==> src/rtl/alu_scheduler.sv <==
// ============================================================================
// Module      : alu_scheduler (with alu_scheduler_pkg)
// Description : Arbitrates two reservation stations onto one shared ALU,
//               holds one operation in flight and broadcasts its result on
//               the common data bus (IDLE -> EXEC -> BROADCAST).
// Revision    : 1.0  initial release
// ============================================================================
`default_nettype none

package alu_scheduler_pkg;
  // Operation names carried through the scheduler; encoding 0 is the reset value.
  typedef enum logic [3:0] {
    INSTR_NOP   = 4'd0,
    INSTR_ADD   = 4'd1,
    INSTR_SUB   = 4'd2,
    INSTR_AND   = 4'd3,
    INSTR_OR    = 4'd4,
    INSTR_XOR   = 4'd5,
    INSTR_ADDI  = 4'd6,
    INSTR_LUI   = 4'd7,
    INSTR_AUIPC = 4'd8
  } instr_name_e;
endpackage

module alu_scheduler
  import alu_scheduler_pkg::*;
#(
  parameter int TAG_WIDTH = 6
) (
  input  logic                      i_clock,
  input  logic                      i_reset,
  input  logic                      i_flush,
  input  logic [1:0]                i_req_valid,
  input  logic [1:0][31:0]          i_req_data_1,
  input  logic [1:0][31:0]          i_req_data_2,
  input  logic [1:0][31:0]          i_req_address,
  input  logic [1:0][31:0]          i_req_immediate,
  input  instr_name_e [1:0]         i_req_instr_name,
  input  logic [1:0][TAG_WIDTH-1:0] i_req_tag,
  output logic [1:0]                o_req_ready,
  output logic [31:0]               o_alu_data_1,
  output logic [31:0]               o_alu_data_2,
  output logic [31:0]               o_alu_address,
  output logic [31:0]               o_alu_immediate,
  output instr_name_e               o_alu_instr_name,
  input  logic [31:0]               i_alu_result,
  output logic                      o_cdb_request,
  input  logic                      i_cdb_grant,
  output logic [31:0]               o_cdb_result,
  output logic [TAG_WIDTH-1:0]      o_cdb_tag
);

  typedef enum logic [1:0] {
    IDLE      = 2'd0,
    EXEC      = 2'd1,
    BROADCAST = 2'd2
  } state_e;

  state_e                 state;
  state_e                 state_next;
  logic                   prio_ptr;      // preferred requester when both are valid
  logic                   any_valid;
  logic                   winner;
  logic                   accept_window; // state allows a new operation this cycle
  logic                   accept;

  logic [31:0]            op_data_1;
  logic [31:0]            op_data_2;
  logic [31:0]            op_address;
  logic [31:0]            op_immediate;
  instr_name_e            op_instr_name;
  logic [TAG_WIDTH-1:0]   op_tag;

  logic [31:0]            res_value;
  logic [TAG_WIDTH-1:0]   res_tag;

  // Round-robin pick: a lone requester always wins, otherwise the pointer decides.
  always_comb begin
    any_valid = |i_req_valid;
    winner    = 1'b0;
    if (&i_req_valid) begin
      winner = prio_ptr;
    end else if (i_req_valid[1]) begin
      winner = 1'b1;
    end
  end

  // Next-state, acceptance and handshake outputs; flush forces IDLE and blocks acceptance.
  always_comb begin
    state_next    = state;
    accept_window = 1'b0;
    case (state)
      IDLE: begin
        accept_window = 1'b1;
        if (any_valid) state_next = EXEC;
      end
      EXEC: begin
        state_next = BROADCAST;
      end
      BROADCAST: begin
        if (i_cdb_grant) begin
          accept_window = 1'b1;
          state_next    = any_valid ? EXEC : IDLE;
        end
      end
      default: begin
        state_next = IDLE;
      end
    endcase
    if (i_flush) state_next = IDLE;

    accept        = accept_window && any_valid && !i_flush && !i_reset;
    o_req_ready   = accept ? (winner ? 2'b10 : 2'b01) : 2'b00;
    o_cdb_request = (state == BROADCAST) && !i_reset;
  end

  // State register.
  always_ff @(posedge i_clock) begin
    if (i_reset) state <= IDLE;
    else         state <= state_next;
  end

  // Priority pointer moves to the requester that was not served.
  always_ff @(posedge i_clock) begin
    if (i_reset)     prio_ptr <= 1'b0;
    else if (accept) prio_ptr <= ~winner;
  end

  // Op register: loaded only when an operation is accepted.
  always_ff @(posedge i_clock) begin
    if (i_reset) begin
      op_data_1     <= '0;
      op_data_2     <= '0;
      op_address    <= '0;
      op_immediate  <= '0;
      op_instr_name <= INSTR_NOP;
      op_tag        <= '0;
    end else if (accept) begin
      op_data_1     <= i_req_data_1[winner];
      op_data_2     <= i_req_data_2[winner];
      op_address    <= i_req_address[winner];
      op_immediate  <= i_req_immediate[winner];
      op_instr_name <= i_req_instr_name[winner];
      op_tag        <= i_req_tag[winner];
    end
  end

  // Result register: captures the ALU output at the end of the single EXEC cycle.
  always_ff @(posedge i_clock) begin
    if (i_reset) begin
      res_value <= '0;
      res_tag   <= '0;
    end else if (state == EXEC && !i_flush) begin
      res_value <= i_alu_result;
      res_tag   <= op_tag;
    end
  end

  assign o_alu_data_1     = op_data_1;
  assign o_alu_data_2     = op_data_2;
  assign o_alu_address    = op_address;
  assign o_alu_immediate  = op_immediate;
  assign o_alu_instr_name = op_instr_name;
  assign o_cdb_result     = res_value;
  assign o_cdb_tag        = res_tag;

endmodule

`default_nettype wire

==> config.mk <==
export PLATFORM = sky130hd
export DESIGN_NAME = alu_scheduler
export DESIGN_NICKNAME = d
export VERILOG_FILES = /design/src/rtl/alu_scheduler.sv
export SDC_FILE = /design/constraint.sdc
export NUM_CORES = 1
export LEC_CHECK = 0
export CORE_AREA = 2 2 191 193
export CTS_CLUSTER_DIAMETER = 50
export DETAILED_ROUTE_END_ITERATION = 12
export DIE_AREA = 0 0 193 195
export MAX_ROUTING_LAYER = met4
export SETUP_SLACK_MARGIN = 0.02
export SYNTH_ARGS = -nofsm -noshare
export SYNTH_HDL_FRONTEND = slang
export SYNTH_SLANG_ARGS = --single-unit
==> constraint.sdc <==
create_clock -name i_clock -period 4.1 [get_ports i_clock]
set_clock_uncertainty 0.2 [all_clocks]
set_input_delay 1.23 -clock i_clock [delete_from_list [all_inputs] [get_ports i_clock]]
set_output_delay 1.23 -clock i_clock [all_outputs]
set_load 0.01 [all_outputs]
==> key figures, run 1 <==
Worst setup path
  • R2R Path Start: state[0]$_SDFFE_PP0P_
  • R2r endpoint: o_alu_data_1[5]$_SDFFE_PP0P_
  • Crit path kind: in2out
  • Setup crit start: i_cdb_grant
  • Worst Path Arrival: 2.40 ns
  • CP max FO: 3
  • Data required, critical path: 2.67 ns
  • CP startpoint kind: primary input
  • Crit end category: output port
  • R2R depth: 5
  • Crit path to: o_req_ready[1]
  • Reg2reg setup slack: 1.14 ns

Route
  • Routed Antenna Nets: 0
  • Average wire per standard cell: 22.7 microns
  • First-pass DRT Iterations: 5
  • DR iter-0 viols: 535
  • Vias: 10600
  • # DRC: 0
  • Final wirelength: 42700 microns
  • Vias/cell: 5.66

Timing
  • Fin crit share: 93.3%
  • Post-layout min period: 3.83 ns
  • Max Freq: 261 MHz
  • Rel. slew slack: 25.3%
  • Hold WS: 0.254 ns
  • Count of final setup violators: 0
  • Final hold viol count: 0
  • Worst Max-Slew Pin Slew: 1.12 ns
  • RSZ-0062 raised after global routing: no
  • Max Transition Viols Final: 0

Synthesis
  • Distinct cells, synth: 26
  • Syn nets: 1345
  • Syn Inst Count: 1031
  • Post-synthesis register bit count: 179
  • Syn Area/Cell: 9.03 sq um
  • Sequential area share after synthesis: 38.5%
  • Yosys warns: 0
  • Synthesized cell area: 0.00931 sq mm

Place
  • HPWL after DPL: 27400 microns
  • Input/output buffers: 486
  • Routability Congestion: 0.858
  • Placed Cells incl. Taps: 1846

Pwr
  • Static Leakage: 4.48 nW
  • Pwr Density: 324 mW/mm^2
  • Max VDD drop: 0.000290 V

CTS
  • Num Clock Sinks: 179
  • Reg clk slew, reported paths: 0.07 ns
  • Clk buf depth: 2
  • Clock Latency Late Sink: 0.45 ns
  • CTS tree: built
  • Root Buffer: clkbuf_16
  • Cts-stage hold buffer count: 0
  • Postcts setup bufs: 0
  • CTS Buf Count: 17
  • # H-tree levels: 4

GRT
  • Largest net degree at the start of global routing: 89
  • GRT Overall Usage: 22.3%
  • Remaining Overflow, GRT: 0
  • Initial antenna violation count: 2
  • Vias in the first global route: 10700
  • First-pass GRT wire length: 63300 microns

Die
  • Die X: 193 microns
  • Die H: 195 microns
  • IO Pins: 487
  • Num rows: 69
  • Core Area: 0.0354 sq mm
  • Initial Util: 26.3%
  • Die Footprint: 0.0376 sq mm

Flow run
  • Max cap viols: 0

Finish
  • Layout Nets: 1718
  • Fillcell total: 3509
  • Non-Filler Instances: 1880
  • Layout cell share with drive strength beyond 1: 11.9%
  • Area Overhead vs Synth: 60.5%

Run status
  • Outcome: finished, final reports clean

Hold path
  • Hold WC Path Type: reg2reg
  • Hold path startpoint: op_tag[5]$_SDFFE_PP0P_
[power breakdown]
part | internal, mW | switching (mW) | total (mW)
Combinational | 0.617 | 0.587 | 1.20
Clock | 0.917 | 0.821 | 1.74
Sequential | 1.84 | 0.0554 | 1.89
Total | 3.37 | 1.46 | 4.84
[final cells by class]
type	count	area (sq um)	share of cell area (%)
clock buffer	17	425	2.85
sequential	179	3590	24.0
tap	461	577	3.86
antenna	2	5.00	0.0335
inverter	4	25.0	0.167
clock inverter	15	171	1.15
multi-input combinational	682	4970	33.3
timing repair buffer	520	5180	34.7
[logic make-up after synthesis]
kind of cell,Yosys count,synth area share [%]
AO/OA/AOI/OAI,594,49.2
buffers and inverters,170,8.36
flip-flops,179,38.5
AND/OR/NAND/NOR,88,3.95
[placed cells by master (no fill, tap or decap), types with 2 or more instances in the layout]
cell	n
a21oi_1	39
a311oi_1	48
a311oi_2	90
a31oi_1	139
buf_12	5
buf_4	30
bufinv_16	2
clkbuf_16	17
clkdlybuf4s50_1	481
clkinv_4	2
clkinvlp_4	4
dfxtp_1	178
diode_2	2
dlygate4sd2_1	2
inv_4	3
inv_6	5
inv_8	2
nand2_1	76
nor2_1	2
nor3_1	3
o211ai_1	138
o21ai_0	108
o21ai_1	30
[Yosys cell counts]
library cell  instances  share of area, %
buf_2                61               3.3
o21ai_0             108               5.8
nand3_2               1              0.11
buf_4                13               1.0
clkbuf_1             82               3.3
a211oi_1              1             0.081
a21oi_1              39               2.1
o21ba_1               1              0.11
or3b_1                1             0.094
buf_6                 2              0.24
nor2_4                1              0.12
inv_1                 1             0.040
inv_2                 3              0.12
o211ai_1            138                11
nand2b_1              1             0.067
o21ai_1              30               1.6
a311oi_1             48               4.5
a31oi_1             139               9.3
nor2b_2               1             0.094
nor3b_1               2              0.16
a311oi_2             90                15
dfxtp_1             179                38
nor2_1                2             0.081
nand2_1              76               3.1
nor3_1                3              0.16
buf_1                 8              0.32
[worst max-delay path: stages]
cell,delay [ns]
clkdlybuf4s50_1,0.50
nand2b_4,0.14
nand3_2,0.10
nor3_1,0.13
dlygate4sd2_1,0.29
[worst min-delay path by stage]
stage | depth (start not counted) | to | slack [ns]
after floorplan | 2 | o_cdb_tag[0]$_SDFFE_PP0P_ | 0.23
after global placement | 2 | o_cdb_result[9]$_SDFFE_PP0P_ | 0.24
after detailed placement | 2 | o_cdb_result[2]$_SDFFE_PP0P_ | 0.25
after CTS | 2 | o_cdb_tag[3]$_SDFFE_PP0P_ | 0.26
after global routing | 2 | o_cdb_result[27]$_SDFFE_PP0P_ | 0.28
final | 2 | o_cdb_tag[5]$_SDFFE_PP0P_ | 0.25
[metrics by stage]
step	util [%]	area (sq um)	worst slack (ns)	power [mW]	TNS [ns]
after global routing	42.2	14900	0.175	5.04	0
after detailed placement	40.5	14300	-0.210	3.15	-14.30
after floorplan	-	9310	0.598	2.49	0
after CTS	42.2	14900	0.0488	4.89	0
after global placement	40.5	14300	-0.159	3.13	-12.04
final	42.2	14900	0.275	4.84	0
[per-layer routing]
layer	track usage [%]	part of all wire, %	vias up
met5	-	0	-
met4	9.12	3.4	0
met3	4.92	7.7	82
met2	36.3	49	497
met1	26.6	40	5177
li1	-	-	4879
[sequential cells by signal, indices dropped and copies added (netlist names)]
register          cells
o_alu_address        32
o_alu_data_1         32
o_alu_data_2         32
o_alu_immediate      32
o_alu_instr_name      4
o_cdb_result         32
o_cdb_tag             6
op_tag                6
prio_ptr              1
state                 2
[repair_timing]
action                     CTS  global route
setup endpoints to repair    2             1
pin swaps                    0             0
gates resized for setup      2             1
hold endpoints to repair     0             0
(Power assumes the default switching activity.)
==> run 2: changes to the inputs <==
--- a/config.mk
+++ b/config.mk
@@ -9,6 +9,7 @@
 export CTS_CLUSTER_DIAMETER = 50
 export DETAILED_ROUTE_END_ITERATION = 12
 export DIE_AREA = 0 0 193 195
+export GPL_ROUTABILITY_DRIVEN = 0
 export MAX_ROUTING_LAYER = met4
 export SETUP_SLACK_MARGIN = 0.02
 export SYNTH_ARGS = -nofsm -noshare
==> results of run 2 <==
Final layout, timing and power as in run 1 (identical DEF).
